===== config.mk =====
export PLATFORM = sky130hd
export DESIGN_NAME = ad5791_serial_sequencer
export DESIGN_NICKNAME = d
export VERILOG_FILES = /design/src/rtl/ad5791_serial_sequencer.sv
export SDC_FILE = /design/constraint.sdc
export NUM_CORES = 1
export LEC_CHECK = 0
export CELL_PAD_IN_SITES_DETAIL_PLACEMENT = 0
export CELL_PAD_IN_SITES_GLOBAL_PLACEMENT = 1
export CORE_MARGIN = 1
export CORE_UTILIZATION = 50
export CTS_CLUSTER_DIAMETER = 100
export CTS_CLUSTER_SIZE = 10
export DETAILED_ROUTE_END_ITERATION = 16
export DONT_BUFFER_PORTS = 1
export PLACE_DENSITY_LB_ADDON = 0.1
export SLEW_MARGIN = 20
export SYNTH_ARGS = -nofsm -noshare
export SYNTH_HDL_FRONTEND = slang
export SYNTH_SLANG_ARGS = --single-unit
export TNS_END_PERCENT = 100

===== constraint.sdc =====
create_clock -name aclk -period 2.2 [get_ports aclk]
set_input_delay 0.22 -clock aclk [delete_from_list [all_inputs] [get_ports aclk]]
set_output_delay 0.22 -clock aclk [all_outputs]
set_load 0.005 [all_outputs]

===== src/rtl/ad5791_serial_sequencer.sv =====
// Serial master for a bank of AD5791 DACs sharing SCLK/SYNC with one SDIN per DAC.
// Sends the control word after power-on, then streams 24-bit value frames from a one-deep shadow.
module ad5791_serial_sequencer #(
   parameter int          NUM_DAC   = 4,
   parameter int          CLK_DIV   = 4,
   parameter int          SYNC_GAP  = 4,
   parameter logic [23:0] INIT_WORD = 24'h200002,
   parameter int          POR_WAIT  = 64
) (
   input  logic                   aclk,
   input  logic                   aresetn,
   input  logic [NUM_DAC*20-1:0]  s_axis_tdata,
   input  logic                   s_axis_tvalid,
   output logic                   s_axis_tready,
   input  logic                   init_req,
   output logic                   PMD_clk,
   output logic                   PMD_sync,
   output logic [NUM_DAC-1:0]     PMD_dac,
   output logic                   init_done,
   output logic                   busy,
   output logic [15:0]            overrun_cnt
);

   localparam int DIV_W = $clog2(CLK_DIV) + 1;
   localparam int GAP_W = $clog2(SYNC_GAP) + 1;
   localparam int POR_W = $clog2(POR_WAIT) + 1;
   localparam logic [DIV_W-1:0] DIV_LAST = DIV_W'(CLK_DIV - 1);
   localparam logic [GAP_W-1:0] GAP_LAST = GAP_W'(SYNC_GAP - 1);
   localparam logic [POR_W-1:0] POR_LAST = POR_W'(POR_WAIT - 1);
   // The bit counter wraps from 0 to 31 on the last falling edge; that marks the final low phase.
   localparam logic [4:0] BIT_DONE = 5'd31;

   typedef enum logic [2:0] {POR, INIT_LOAD, IDLE, SETUP, SHIFT, GAP} state_t;

   state_t                state, state_next;
   logic [POR_W-1:0]      por_cnt;
   logic [DIV_W-1:0]      div_cnt;
   logic [GAP_W-1:0]      gap_cnt;
   logic [4:0]            bit_cnt;
   logic                  sclk_hi;
   logic [23:0]           frame [NUM_DAC];
   logic [NUM_DAC*20-1:0] shadow;
   logic                  pending;
   logic                  init_pend;
   logic                  frame_is_init;
   logic                  div_last;
   logic                  accept;
   logic                  init_go;
   logic                  load_data;
   logic                  sync_low;

   assign div_last  = (div_cnt == DIV_LAST);
   assign accept    = s_axis_tvalid && s_axis_tready;
   assign init_go   = init_pend || (init_req && init_done);
   assign load_data = (state == IDLE) && !init_go && pending;

   always_ff @(posedge aclk or negedge aresetn) begin
      if (!aresetn) state <= POR;
      else          state <= state_next;
   end

   always_comb begin
      state_next    = state;
      sync_low      = (state == SETUP) || (state == SHIFT);
      PMD_sync      = !sync_low;
      PMD_clk       = (state == SHIFT) && sclk_hi;
      busy          = (state != IDLE);
      s_axis_tready = init_done;
      PMD_dac       = '0;
      for (int k = 0; k < NUM_DAC; k++) begin
         if (sync_low && bit_cnt != BIT_DONE) PMD_dac[k] = frame[k][bit_cnt];
      end
      case (state)
         POR:       if (por_cnt == POR_LAST) state_next = INIT_LOAD;
         INIT_LOAD: state_next = SETUP;
         IDLE: begin
            if (init_go)      state_next = INIT_LOAD;
            else if (pending) state_next = SETUP;
         end
         SETUP:     if (div_last) state_next = SHIFT;
         SHIFT:     if (div_last && !sclk_hi && bit_cnt == BIT_DONE) state_next = GAP;
         GAP:       if (gap_cnt == GAP_LAST) state_next = IDLE;
         default:   state_next = POR;
      endcase
   end

   // Timing counters: SCLK half-period divider, bit position and inter-frame gap.
   always_ff @(posedge aclk or negedge aresetn) begin
      if (!aresetn) begin
         por_cnt <= '0;
         div_cnt <= '0;
         gap_cnt <= '0;
         bit_cnt <= 5'd23;
         sclk_hi <= 1'b0;
      end else begin
         if (state == POR) por_cnt <= por_cnt + POR_W'(1);
         if (state == SETUP || state == SHIFT) div_cnt <= div_last ? '0 : div_cnt + DIV_W'(1);
         else                                  div_cnt <= '0;
         gap_cnt <= (state == GAP) ? gap_cnt + GAP_W'(1) : '0;
         if (state == INIT_LOAD || load_data)           bit_cnt <= 5'd23;
         else if (state == SHIFT && div_last && sclk_hi) bit_cnt <= bit_cnt - 5'd1;
         case (state)
            SETUP:   sclk_hi <= div_last;
            SHIFT:   if (div_last) sclk_hi <= !sclk_hi;
            default: sclk_hi <= 1'b0;
         endcase
      end
   end

   always_ff @(posedge aclk or negedge aresetn) begin
      if (!aresetn) begin
         for (int k = 0; k < NUM_DAC; k++) frame[k] <= '0;
         frame_is_init <= 1'b0;
         init_done     <= 1'b0;
         init_pend     <= 1'b0;
      end else begin
         if (state == INIT_LOAD) begin
            for (int k = 0; k < NUM_DAC; k++) frame[k] <= INIT_WORD;
            frame_is_init <= 1'b1;
         end else if (load_data) begin
            for (int k = 0; k < NUM_DAC; k++) frame[k] <= {4'b0001, shadow[20*k +: 20]};
            frame_is_init <= 1'b0;
         end
         if (state == SHIFT && state_next == GAP && frame_is_init) init_done <= 1'b1;
         // Requests before the first init completes are dropped: that init is already on its way.
         if (state == IDLE && init_go)  init_pend <= 1'b0;
         else if (init_req && init_done) init_pend <= 1'b1;
      end
   end

   // A word accepted while one is still waiting replaces it and counts as an overrun.
   always_ff @(posedge aclk or negedge aresetn) begin
      if (!aresetn) begin
         shadow      <= '0;
         pending     <= 1'b0;
         overrun_cnt <= '0;
      end else begin
         if (accept) shadow <= s_axis_tdata;
         if (accept)         pending <= 1'b1;
         else if (load_data) pending <= 1'b0;
         if (accept && pending && !load_data && overrun_cnt != 16'hFFFF)
            overrun_cnt <= overrun_cnt + 16'd1;
      end
   end

endmodule


-- Word-level counts from Yosys, hierarchy flattened
Index checks and enable logic that the tools add are counted.
- add/sub/neg operators: 5
- multiplexer cells: 33
- equal/unequal tests: 14
- reduce and logical (&&, ||, !) cells: 28
- $lt $le $gt $ge: 1
- operators by type and width (operator ; number):
    $mux W96 ; 2
    $mux W3 ; 9
    $bmux W1 S5 ; 4
    $pmux W3 S6 ; 1
    $add A16 B1 Y16 const B ; 1
    $logic_and A1 B1 Y1 ; 16
    $ne A16 B16 Y1 const B ; 1
    $mux W1 ; 14
    $eq A3 B2 Y1 const B ; 4
    $mux W5 ; 2
    $eq A3 B3 Y1 const B ; 3
    $reduce_bool A2 Y1 ; 4
    $add A7 B1 Y7 const B ; 1
    $eq A7 B6 Y1 const B ; 1
    $add A3 B1 Y3 const B ; 2
    $lt A5 B6 Y1 const B ; 1
    $eq A5 B5 Y1 const B ; 1
    $ne A5 B5 Y1 const B ; 1
    $sub A5 B1 Y5 const B ; 1
    $logic_not A1 Y1 ; 4
    $eq A3 B1 Y1 const B ; 1
    $logic_not A3 Y1 ; 1
    $logic_or A1 B1 Y1 ; 3
    $ne A3 B2 Y1 const B ; 1
    other kinds (2) ; 2
- register bits: 218
- bits of input ports: 84
- word-level logic and storage cells: 97
- output and inout bits: 25

-- Depth between registers and ports, before layout
Gate-level depths: netlist of the first run.
- word-level depth: 8
- depth in mapped cells: 8
- mapped depth without buffers: 6

-- Worst setup path after synthesis of the first run
OpenSTA, ideal clock, no wires.
- path kind: reg2out
- from: reg bit_cnt[0]
- to: out PMD_dac[2]
- setup slack: 0.208 ns
- buffers on the path: 2
- stages on the path, launching flop included: 7
- arrival: 1.772 ns
- required time: 1.980 ns
- cell sequence: dfstp_2 > buf_2 > buf_4 > mux4_2 > or2_0 > o211ai_1 > nand3_1
- word-level cells in the longest chain between the ends: 3
- elaborated cells on any way between the ends: 5
- classes of those cells: eq/ne: 1; mux: 3; reduce/logical: 1
- ends and longest elaborated chain (what ; RTL line ; RTL):
    from (decl) ; 39 ; logic [4:0] bit_cnt;
    from (signal assigned) ; 101 ; else if (state == SHIFT && div_last && sclk_hi) bit_cnt <= bit_cnt - 5'd1;
    $bmux W1 S5 or $ne A5 B5 Y1 (tied branches) ; 71 ; if (sync_low && bit_cnt != BIT_DONE) PMD_dac[k] = frame[k][bit_cnt];
    $mux W1 (not written as such) or $logic_and A1 B1 Y1 (tied branches) ; 71 ;
    $mux W1 (*) ; 71 ;
    to (decl) ; 18 ; output logic [NUM_DAC-1:0] PMD_dac,
Every way passes the cells marked *; elsewhere a longest branch is shown, timed or not. The select of a mux whose other input is x is not followed.

-- Worst setup path in the final report of the first run
Ends and elaborated chain as after synthesis.

==> results of run 1 <==
-- cell usage in the layout (no fill, tap or decap), types with 3 or more instances in the layout --
cell type / Yosys / routed
nand3_2: 0 / 3
xnor2_1: 5 / 5
clkbuf_1: 29 / 18
mux2i_1: 9 / 9
xor2_1: 17 / 17
nand3_1: 20 / 17
buf_4: 3 / 20
o211ai_1: 5 / 5
o21ai_1: 2 / 4
nor3_1: 6 / 6
ha_1: 7 / 7
and3_1: 6 / 5
nor2b_1: 6 / 6
buf_12: 0 / 4
nand4_1: 6 / 6
nand2_1: 184 / 181
inv_1: 7 / 7
a21oi_1: 80 / 80
mux2_2: 37 / 37
nor2_1: 7 / 7
clkbuf_16: 0 / 24
a211oi_1: 10 / 10
nor3b_1: 3 / 3
o21ai_0: 7 / 5
o22ai_1: 4 / 4
dlygate4sd3_1: 0 / 81
mux2_1: 52 / 52
and4_1: 3 / 3
mux4_2: 16 / 16
dfrtp_1: 199 / 198
-- cells by family (layout without fill, tap and decap cells) --
kind of cell,after synthesis,count (layout)
buffers and inverters,59,159
and+or+nand+nor,262,262
adders and majority gates,7,7
AOI/OAI and AO/OA,118,118
xor gates and xnor gates,22,22
DFF,203,203
muxes,114,114
-- where the power goes --
part	leakage [nW]	internal [W]	switching [W]
combinational	2.00	0.0000963	0.0000186
sequential	2.78	0.00374	0
clock	0.328	0.00205	0.00150
-- routing by layer --
layer | share of wire (%) | vias up | wire length [µm]
met2 | 48 | 107 | 9250
met3 | 3.8 | 34 | 736
li1 | - | 2893 | -
met1 | 46 | 3067 | 8720
met4 | 2.2 | 0 | 424
met5 | 0 | - | 0
-- cell type report --
cell class                 count  area [µm²]
inverter                       8        30.0
fill                        1430        6590
clock inverter                 2        25.0
multi-input combinational    523        3660
sequential                   203        5090
tap                          225         282
timing repair buffer         107        1070
clock buffer                  42         668
-- critical path: stages, from the launching register on --
cell,delay (ps)
dfstp_4,650
buf_8,130
mux4_2,480
or2_0,210
o211ai_1,90
nand3_1,150
-- through the flow --
stage	total power, W	util, %	cells	hold slack [ps]
2_1_floorplan	0.00380	-	785	-75.6
3_3_place_gp	0.00380	53.0	981	-70.4
3_5_place_dp	0.00380	53.0	981	-68.2
4_1_cts	0.00749	62.1	1110	-614
5_1_grt	0.00763	62.2	1110	-620
6_report	0.00741	62.2	1110	-603
-- flip-flops by register name, indices dropped and copies added, names as in the netlist, 3 cells and up --
signal	cells
bit_cnt	5
div_cnt	3
frame	82
gap_cnt	3
overrun_cnt	16
por_cnt	7
shadow	80
state	3
-- path summary, 6_finish.rpt --
check / from / end / cells after the start
hold / removal: aresetn / shadow[70]$_DFFE_PN0P_ / 0
hold reg to reg: gap_cnt[0]$_DFF_PN0_ / gap_cnt[0]$_DFF_PN0_ / 1
setup / recovery: bit_cnt[0]$_DFFE_PN1P_ / PMD_dac[2] / 5
setup reg to reg: overrun_cnt[0]$_DFFE_PN0P_ / overrun_cnt[12]$_DFFE_PN0P_ / 5
max in group asynchronous: aresetn / overrun_cnt[9]$_DFFE_PN0P_ / 0
min in group aclk: s_axis_tvalid / overrun_cnt[15]$_DFFE_PN0P_ / 3
-- timing repair --
action,in CTS,in global routing
pin swaps,3,1
endpoints found under the hold margin,285,203
gates cloned,0,0
setup endpoints to repair,4,4
gates resized for setup,13,2
buffers inserted,4,0
==> metrics.md, run 1 <==
| Metric | Value |
|---|---|
| Post-synthesis cell count | `785` |
| Top Usage Layer GRT | `met2` |
| Most frequent cells after synthesis | `dfrtp_1, nand2_1, a21oi_1` |
| Simple-gate share of the synthesized area | `13.1%` |
| Pin count of the biggest net entering global routing | `204` |
| Share of cells above drive strength 1 | `between 10% and 20%` |
| Worst clock skew | `between 9 and 10 ps` |
| Max Fclk | `408 MHz` |
| Mux share of post-synthesis cell area | `16.2%` |
| Setup crit start kind | `flip-flop` |
| Final Cell Area | `roughly 11000 µm²` |
| DR iter-0 viols | `between 300 and 400` |
| Top post-synthesis cells by area | `dfrtp_1, nand2_1, mux2_1, mux2_2, a21oi_1` |
| Initial core utilization | `51.5%` |
| Critical path endpoint category | `output pin` |
| Horiz. Die Dim | `between 100 and 150 µm` |
| Net count, final | `roughly 960` |
| Rows | `between 40 and 50` |
| M2 GR Usage | `between 30% and 40%` |
| Seq cells post-synth | `between 200 and 250` |
| Hold_ws | `-603 ps` |
| HPWL after detailed placement | `about 12000 µm` |
| H-tree levels | `1` |
| Final Setup Violations | `4` |
| Vias in the first global route | `6388` |
| Hold Buf Count CTS | `a little over 80` |
| Congestion Overflow GR | `0` |
| CTS root buffer | `clkbuf_16` |
| Post-synthesis async set-or-reset flop share | `between 90% and 100%` |
| Yosys top cell area share | `55.6%` |
| CTS Buf Count | `24` |
| Mapped cell area | `8960 µm²` |
| Number of diodes | `0` |
| Port Buffer Count | `0` |
| Most frequent cell after synthesis | `dfrtp_1` |
| Worst Path Required | `approximately 2000 ps` |
| Fin crit share | `112%` |
| CTS tree | `done` |
| Violated checks | `negative hold slack, negative setup slack` |
| WL per Instance | `between 15 and 20 µm` |
| Initial antenna violation count | `0` |
| Cell variety after synth | `50` |
| Die Ht | `136 µm` |
| CP max FO | `4` |
| Post-route DRC | `0` |
| Yosys warns | `0` |
| Syn nets | `876` |
| # clock sinks | `about 200` |
| Setup TNS | `-1000 ps` |
| Total power divided by cell area | `684 nW/µm²` |
| Worst skew pair latency | `520 ps` |
| Worst slack, placed | `57.2 ps` |
| Synth area leader | `dfrtp_1` |
| Via density | `5.50` |
| Syn Area/Cell | `between 10 and 15 µm²` |
| Clock buffer depth | `3` |
| Seq/Total Area, Yosys | `56.7%` |
| Maxcap violations | `0` |
| WS Path Type | `flip-flop to output pin` |
| I/O pin count | `109` |
| Worst setup margin | `-254 ps` |
| Gpl congestion | `between 0.7 and 0.8` |
| Post-synthesis compound-gate area fraction | `approximately 8%` |
| Area Overhead vs Synth | `20.9%` |
| Status | `complete, but fails checks` |
| Vias | `6101` |
| Post-synth EDFFs | `0` |
| Total wire length | `19100 µm` |
| Final Hold Fails | `roughly 200` |
| First-pass GRT wire length | `31700 µm` |
| Drt first pass iters | `5` |
| Post-DRT Antenna Nets | `0` |
| Xor/xnor share of the synthesized area | `roughly 2.2%` |
| Core Area | `17400 µm²` |
| Post-synthesis adder-cell area fraction | `0.977%` |
| Clk slew on worst S/H paths | `60 ps` |
| Ys flop type | `dfrtp_1` |
| Met1 Use GR | `29.5%` |
| Minimum clock period | `approximately 2500 ps` |
| Reg2reg setup slack | `170 ps` |
| CP Data Arrival Time | `between 2000 and 2500 ps` |
| RSZ-0062 raised after global routing | `yes` |
| Die area | `18500 µm²` |
| P_leak | `5.12 nW` |
| Worst hold path class | `input port to asynchronous set/reset pin` |
| VDD IR-drop max | `0.574 mV` |
| Worst-margin pin slew | `808 ps` |
| Largest family of logic cells by synthesized area | `multiplexers` |
| Slew Viols, Final | `0` |
| Post-Place Cell Area | `9240 µm²` |
| GR Util All Layers | `about 22%` |
| Worst relative slew slack | `46.1%` |
| Routing usage on met3 | `3.69%` |
No activity file was read; power rests on OpenSTA's default activity.
==> inputs of run 2 (changes only) <==
--- a/config.mk
+++ b/config.mk
@@ -8,7 +8,7 @@
 export CELL_PAD_IN_SITES_DETAIL_PLACEMENT = 0
 export CELL_PAD_IN_SITES_GLOBAL_PLACEMENT = 1
 export CORE_MARGIN = 1
-export CORE_UTILIZATION = 50
+export CORE_UTILIZATION = 40
 export CTS_CLUSTER_DIAMETER = 100
 export CTS_CLUSTER_SIZE = 10
 export DETAILED_ROUTE_END_ITERATION = 16
==> constraint.sdc (replaced) <==
create_clock -name aclk -period 2.25 [get_ports aclk]
set_input_delay 0.225 -clock aclk [delete_from_list [all_inputs] [get_ports aclk]]
set_output_delay 0.225 -clock aclk [all_outputs]
set_load 0.005 [all_outputs]
==> metrics.md, run 2 (synthesis gave the netlist of run 1 again) <==
| Metric | Value |
|---|---|
| First-pass GRT wire length | `33500 µm` |
| Fin crit share | `110%` |
| CP max FO | `8` |
| Port Buffer Count | `0` |
| Hold Buf Count CTS | `82` |
| Largest Register | `frame` |
| Gpl congestion | `0.777` |
| Pin count of the biggest net entering global routing | `204` |
| Post-Place Cell Area | `9320 µm²` |
| Minimum clock period | `2480 ps` |
| Rows | `54` |
| Most common cell after layout, fill and taps aside | `dfrtp_1` |
| Total wire length | `20000 µm` |
| Net count, final | `between 900 and 1000` |
| Worst-margin pin slew | `829 ps` |
| HPWL after detailed placement | `12700 µm` |
| I/O pin count | `109` |
| DR iter-0 viols | `approximately 280` |
| Tot Pwr | `~0.0073 W` |
| CTS tree | `done` |
| P_leak | `5.16 nW` |
| Clk network pwr share | `48.3%` |
| Worst Path Required | `slightly above 2000 ps` |
| CP Data Arrival Time | `about 2300 ps` |
| Worst relative slew slack | `between 40% and 50%` |
| # clock sinks | `203` |
| Cell breakdown of the critical path | `mux4_2 -> mux2_2 -> nand2_1 -> nand3_2` |
| Total power divided by cell area | `662 nW/µm²` |
| Commonest non-fill, non-tap cells in the layout | `dfrtp_1, nand2_1, dlygate4sd3_1, a21oi_1, mux2_1` |
| Clk slew on worst S/H paths | `60 ps` |
| Congestion Overflow GR | `0` |
| Via density | `about 5.2` |
| Area Overhead vs Synth | `22.8%` |
| RSZ-0062 raised after global routing | `yes` |
| Top flop regs | `frame: 82 flops, shadow: 80 flops, overrun_cnt: 16 flops` |
| Die Ht | `152 µm` |
| WS Path Type | `flip-flop to output pin` |
| Vias in the first global route | `6478` |
| Die area | `23000 µm²` |
| CTS root buffer | `clkbuf_16` |
| Number of diodes | `0` |
| Vias | `6132` |
| Post-route DRC | `0` |
| Post-DRT Antenna Nets | `0` |
| Final Cell Area | `11000 µm²` |
| Horiz. Die Dim | `around 150 µm` |
| Comb power frac | `1.6%` |
| Share of cells above drive strength 1 | `15.7%` |
| CTS Buf Count | `24` |
| Psw | `0.00148 W` |
| CP Launch Point | `bit_cnt[1]$_DFFE_PN1P_` |
| GR Util All Layers | `between 10% and 20%` |
| Setup TNS | `-799 ps` |
| Maxcap violations | `0` |
| H-tree levels | `1` |
| Worst skew pair latency | `510 ps` |
| Worst slack, placed | `41.1 ps` |
| Initial core utilization | `40.9%` |
| VDD IR-drop max | `about 0.59 mV` |
| Flop pwr share | `approximately half` |
| Switching Fraction | `20.3%` |
| Setup crit start kind | `flip-flop` |
| Status | `complete, but fails checks` |
| Max reg flops | `82` |
| Worst setup margin | `-232 ps` |
| WL per Instance | `17.1 µm` |
| R2r startpoint | `overrun_cnt[0]$_DFFE_PN0P_` |
| Int Pwr | `about 0.0058 W` |
| CP max stage delay | `730 ps` |
| Worst hold path class | `input port to asynchronous set/reset pin` |
| Clock buffer depth | `3` |
| Final Hold Fails | `around 200` |
| Slowest cell on crit path | `dfstp_4` |
| Worst clock skew | `18.6 ps` |
| Slew Viols, Final | `0` |
| Violated checks | `negative hold slack, negative setup slack` |
| Core Area | `21900 µm²` |
| Hold_ws | `-586 ps` |
| R2R depth | `5` |
| Initial antenna violation count | `0` |
| Final Setup Violations | `4` |
| Critical path endpoint category | `output pin` |
| Max Fclk | `between 400 and 500 MHz` |
| Drt first pass iters | `7` |
run 2: cell types whose count changed in the layout (fill, tap and decap cells not counted), sizes merged:
cell,before,now
buf,26,30
dlygate4sd3,81,82
clkinv,1,0
run 2: worst paths after layout:
check,end,slack (ps)
max,PMD_dac[0],-230
min,shadow[68]$_DFFE_PN0P_,-590
max reg2reg,overrun_cnt[12]$_DFFE_PN0P_,190
min reg2reg,gap_cnt[0]$_DFF_PN0_,440
max in group asynchronous,bit_cnt[0]$_DFFE_PN1P_,2430
min in group aclk,state[0]$_DFF_PN0_,110
run 2: cell type report:
cell class / count / area (µm²)
Clock buffer: 42 / 689
Clock inverter: 1 / 8.76
Tap cell: 280 / 350
Timing Repair Buffer: 112 / 1130
Inverter: 8 / 30.0
Fill cell: 2027 / 10900
Sequential cell: 203 / 5090
Multi-Input combinational cell: 523 / 3710
run 2: timing repair:
action,in CTS,in global routing
buffers inserted,6,2
resized for setup,24,9
hold endpoints to repair,285,203
pin swaps,8,5
setup endpoints to repair,4,4
run 2: per-layer routing:
layer / part of all wire, % / track usage [%] / vias to the layer above / wire length [µm]
met5: 0 / 0 / - / 0
met3: 4.5 / 3.29 / 32 / 901
met2: 48 / 29.5 / 111 / 9520
met4: 1.9 / 5.15 / 0 / 372
li1: - / - / 2899 / -
met1: 46 / 25.2 / 3090 / 9250
run 2: per-stage QoR:
step | std cells | utilization [%]
after floorplan | 785 | -
after global placement | 1036 | 42.6
after detailed placement | 1036 | 42.6
after CTS | 1167 | 50.1
after global routing | 1169 | 50.3
final | 1169 | 50.3
run 2: power groups by stage:
stage	logic (W)	registers, W	clock network [W]
2_1_floorplan	0.00000157	0.00372	0
3_3_place_gp	0.00000157	0.00372	0
3_5_place_dp	0.00000157	0.00372	0
4_1_cts	0.000114	0.00365	0.00364
5_1_grt	0.000124	0.00365	0.00379
6_report	0.000114	0.00365	0.00352
run 2: worst max-delay path: cells and delay by family (launching register included):
family / cells / cell delay [ps]
AND/OR/NAND/NOR: 2 / 220
flip-flops: 1 / 730
multiplexers: 2 / 810
==> edit 1: new RTL, flow settings as in run 1 <==
Change the parameter `POR_WAIT` from 64 to 32.
--- a/src/rtl/ad5791_serial_sequencer.sv
+++ b/src/rtl/ad5791_serial_sequencer.sv
@@ -7,3 +7,3 @@
    parameter logic [23:0] INIT_WORD = 24'h200002,
-   parameter int          POR_WAIT  = 64
+   parameter int          POR_WAIT  = 32
 ) (
Formal check against the unedited RTL: no difference found for any inputs over 10 cycles, from zero or initial values and one cycle with aresetn low; that may be too few to reach the edited logic, so the function may still have changed.
==> edit 1 against run 1 <==
  * The run still ends with hold timing, setup timing left
  * Sequential share of layout area up 0.20 points
  * Area after synthesis fell by 2.0%
  * Register-to-register slack got worse by 40 ps
  * Global-route usage increased by 0.60 points
  * Sequential cell count shrank 1
  * Hold slack better by 13 ps
  * Setup slack gained 28 ps
  * Power down 0.76%
  * Routed wire length grew 0.37%
  * Final area shrank 1.1%
  * Critical path type unchanged
  * Largest power group unchanged
==> edit 1: results (changes against run 1) <==
Timing
  • Hold slack: -589.7 ps (+13.33 ps)
  • Worst setup margin: -226.2 ps (+27.58 ps)
  • Worst slew margin: 62.84% (+17 points)
  • Final setup viols: 4 (unchanged)
  • Final-report hold violation count: 202 (-0.49%)
  • Clk_skew: 11.59 ps (+2.288 ps)

Pwr
  • Maximum VDD drop: 0.0009219 V (+61%)
  • P_leak: 5.006 nW (-2.1%)
  • Clk. pwr: 3.52 mW (-1%)
  • Internal: 5.866 mW (-0.34%)

Critical path
  • Slowest cell on the critical path: dfstp_2
  • Max incr delay on CP: 600 ps (-50 ps)
  • Worst reg2reg path depth: 6 (+1)
  • Setup crit end: PMD_dac[0]
  • Reg-to-Reg End: overrun_cnt[15]
  • Setup crit start: bit_cnt[0]
  • Reg2reg setup slack: 130 ps (-40 ps)

Global routing
  • Most Crowded Layer GR: met2
  • Global Route Usage Sum: 22.27% (+0.60 points)
  • Pin count of the biggest net entering global routing: 203 (-0.49%)
  • M2 GR Usage: 37.88% (+2.1 points)
  • Met1 Track Usage GR: 29.99% (+0.46 points)
  • Initial antenna violation count: 0 (unchanged)
  • First-pass GRT wire length: 32.24 mm (+1.6%)
  • Met3 usage: 3.754% (+0.062 points)
  • Vias in the first global route: 6,385 (-0.047%)

Detailed routing
  • Wire per inst: 17.33 um (+0.55%)
  • DR pass1 iterations: 5 (unchanged)
  • DRT Wirelength: 19.20 mm (+0.37%)
  • Met2 wire len: 9.471 mm (+2.4%)
  • DR WL met3: 745 um (+1.2%)
  • DR top layer: met4
  • Starting DRT DRC Count: 308 (+0.98%)
  • Vias per Instance: 5.448 (-0.89%)
  • Met1 wire length: 8.572 mm (-1.7%)

Clocking
  • Post-CTS Resized: 12 (-1)
  • Clk pin slew, worst setup/hold paths: 60 ps (about the same)
  • Post-CTS Setup Repair Bufs: 5 (+1)
  • Cts hold-fix bufs: 80 (-1.2%)

Synthesis
  • Post-synth EDFFs: 0 (unchanged)
  • Netlist cell types: 41 (-18%)
  • Seq/Total Area, Yosys: 57.60% (+0.85 points)
  • Mapped Nets: 867 (-1.0%)
  • Synth cell count leaders: nand2_1 (203), dfrtp_1 (198), mux2_2 (82), a21oi_1 (80), clkbuf_1 (28)
  • Synth area leaders: dfrtp_1 (56%), mux2_2 (11%), nand2_1 (8.7%)
  • Mapped Avg Cell Area: 11.32 um^2 (-0.83%)
  • Yosys warns: 0 (unchanged)
  • Main synth FF type: dfrtp_1

Run status
  • Status: finished with violations
  • Violated checks: hold timing, setup timing

Placed design
  • Placed instance count: 979 (-0.20%)
  • RePlAce Congestion: 0.7627 (-2.5%)
  • Detailed Place HPWL: 11.87 mm (-0.69%)

Final layout
  • Number of nets in the layout: 956 (-0.21%)
  • Diodes inserted: 0 (unchanged)
  • Fraction of layout cells with a size suffix above 1: 20.72% (+6.1 points)
-- edit 1: area by class of cell --
type	count	area (um^2)
clock inverter	2	25.02
clock buffer	42	668.1
fill	1392	6524
timing repair buffer	110	1107
sequential	202	5060
inverter	4	15.01
tap	225	281.5
multi-input combinational	523	3556
-- edit 1: per-stage QoR --
step | power, mW | area [um^2] | worst slack (ps) | TNS (ps)
detailed placement | 3.785 | 9111 | 141.0 | 0
finish | 7.352 | 10710 | -226.2 | -869.6
floorplan | 3.786 | 8785 | 217.6 | 0
global route | 7.585 | 10710 | -290.4 | -1136
CTS | 7.417 | 10720 | -261.9 | -972.8
global placement | 3.785 | 9111 | 159.6 | 0
-- edit 1: kinds of logic (layout without fill, tap and decap cells) --
logic type                 count (synthesis)  in the layout  synth area share [%]
and+or+nand+nor                          285            285                 14.43
adders and majority gates                  7              7                0.9970
buffers and inverters                     51            158                 2.763
DFF                                      202            202                 57.60
muxes                                    107            107                 15.64
AOI/OAI and AO/OA                        100            100                 6.182
xor gates and xnor gates                  24             24                 2.393
==> edit 2: new RTL, flow settings as in run 1 <==
Made on the original files. Reset style: synchronous (`aresetn`), changed in 4 clocked blocks.
--- a/src/rtl/ad5791_serial_sequencer.sv
+++ b/src/rtl/ad5791_serial_sequencer.sv
@@ -56,3 +56,3 @@
 
-   always_ff @(posedge aclk or negedge aresetn) begin
+   always_ff @(posedge aclk) begin
       if (!aresetn) state <= POR;
@@ -87,3 +87,3 @@
    // Timing counters: SCLK half-period divider, bit position and inter-frame gap.
-   always_ff @(posedge aclk or negedge aresetn) begin
+   always_ff @(posedge aclk) begin
       if (!aresetn) begin
@@ -109,3 +109,3 @@
 
-   always_ff @(posedge aclk or negedge aresetn) begin
+   always_ff @(posedge aclk) begin
       if (!aresetn) begin
@@ -131,3 +131,3 @@
    // A word accepted while one is still waiting replaces it and counts as an overrun.
-   always_ff @(posedge aclk or negedge aresetn) begin
+   always_ff @(posedge aclk) begin
       if (!aresetn) begin
Check against the original RTL: no difference found for any inputs over 10 cycles, from zero or initial values and one cycle with aresetn low; that may be too few to reach the edited logic, so the function may still have changed.
==> edit 2 against run 1 <==
  * The flow finishes with violations (setup timing)
  * Routed wire length is 1.9% higher
  * Sequential cell count is 6 higher
  * First-iteration DRC count up 15%
  * Via count rose by 9.5%
  * Area after synthesis down 2.9%
  * Final area down 1.0%
  * Core utilization is 1.8 points higher
  * Setup slack improved by 66 ps
  * Count of clock-buffer cells in the layout is 5 lower
Power is not compared: it rests on default switching activity, and its combinational part moved more than twofold at a synthesized area within 25%.
==> edit 2: results (changes against run 1) <==
Synthesis
  • Synth async-reset ratio: 0% (-100 points)
  • Netlist cell types: 56 (+12%)
  • Yosys warns: 0 (unchanged)
  • Seq/Total Area, Yosys: 55.23% (-1.5 points)
  • Post-synth EDFFs: 62 (+62)
  • Synth cell count leaders: nand2_1 (225), dfxtp_1 (147), a21oi_1 (122), and3_1 (62), edfxtp_1 (62)
  • Mapped Nets: 991 (+13%)
  • Main synth FF type: dfxtp_1
  • Synth area leaders: dfxtp_1 (34%), edfxtp_1 (21%), nand2_1 (9.7%)

Global routing
  • Vias in the first global route: 6,465 (+1.2%)
  • Global Route Usage Sum: 21.78% (+0.10 points)
  • Initial antenna violation count: 0 (unchanged)
  • First-pass GRT wire length: 31.47 mm (-0.83%)
  • Pin count of the biggest net entering global routing: 82 (-60%)

Timing
  • Slew @ Worst Pin: 607.1 ps (-201.1 ps)
  • Clk_skew: 15.01 ps (+5.705 ps)
  • Final setup viols: 4 (unchanged)
  • Worst setup margin: -187.8 ps (+65.94 ps)

Critical path
  • Slowest cell on the critical path: or3b_4
  • Max incr delay on CP: 450 ps (-200 ps)
  • CP max FO: 6 (+2)
  • Worst path arrival time: 2170 ps (-60 ps)
  • Setup crit start: state[1]
  • RR Startpoint: state[2]
  • Family with the most delay on the worst path: simple AND/OR/NAND/NOR gates

Run status
  • Violated checks: setup timing
  • Status: finished with violations

Pwr
  • Internal: just over 6 mW
  • Flop+latch power: between 4 and 5 mW
  • Power share of the clock group: around 45%
  • P_leak: between 3 and 4 nW

Final layout
  • Fraction of layout cells with a size suffix above 1: 12.16% (-2.4 points)
  • Number of nets in the layout: 1,075 (+12%)
  • Diodes inserted: 0 (unchanged)
  • Largest regs: frame x87, shadow x80, overrun_cnt x16

Detailed routing
  • Starting DRT DRC Count: 350 (+15%)
  • DR pass1 iterations: 4 (-1)
  • Wire per inst: 16.05 um (-6.9%)
  • Routed via count: 6,683 (+9.5%)

Placed design
  • IO buf count: 0 (unchanged)
  • Detailed Place HPWL: 12.22 mm (+2.2%)
  • Dpl ws: 184.6 ps (+127.3 ps)
  • RePlAce Congestion: 0.8561 (+9.4%)

Clocking
  • Clk pin slew, worst setup/hold paths: 60 ps (about the same)
  • Clock H-tree levels: 1 (unchanged)
  • Longest Clk Path Bufs: 3 (unchanged)
  • Clock latency on the worst-skew pair: 520 ps (about the same)

Min path
  • Worst min path class: input pin to register
## edit 2: final timing paths
path	slack [ps]	cells after the start	endpoint
worst max-delay path	-190	4	PMD_dac[3]
worst min-delay path	60	2	overrun_cnt[5]
worst max register to register	200	5	frame[0][9]
worst min register to register	430	1	gap_cnt[0]
## edit 2: repair_timing
item	CTS	global route
setup endpoints to repair	4	4
buffers inserted	14	1
hold buffers	82	0
pin swaps	8	6
resized for setup	22	9
hold endpoints to repair	158	0
## edit 2: routing by layer
layer / global-route usage, % / vias up / part of all wire [%]
met1: 27.76 / 3208 / 45
li1: - / 3319 / -
met4: 6.818 / 0 / 2.0
met5: 0 / - / 0
met2: 37.51 / 122 / 49
met3: 3.930 / 34 / 4.2
## edit 2: layout make-up
class | instances | area [um^2]
inverters | 19 | 76.32
flip-flops and latches | 209 | 4822
clock inverters | 1 | 30.03
clock buffers | 37 | 649.4
multi-input cells | 605 | 3613
well taps | 220 | 275.3
repair buffers | 124 | 1255
fillers | 1371 | 6038
## edit 2: logic make-up after synthesis
| group | synth area share [%] |
|---|---|
| buffers and inverters | 4.185 |
| AND/OR/NAND/NOR | 20.90 |
| flip-flops | 55.23 |
| multiplexers | 6.386 |
| AO/OA/AOI/OAI | 11.25 |
| adder cells (fa/ha/maj) | 1.151 |
| XOR/XNOR | 0.9061 |
## edit 2: stage by stage
stage	std cells	setup TNS [ps]	total power, mW	cell area (um^2)	hold slack (ps)
3_3_place_gp	1080	0	4.239	8981	344.6
4_1_cts	1214	-323.8	7.859	10670	44.22
2_1_floorplan	899	0	4.220	8708	356.0
3_5_place_dp	1080	0	4.247	8981	346.0
6_report	1215	-327.2	7.791	10720	63.65
5_1_grt	1215	-538.5	8.042	10720	62.10
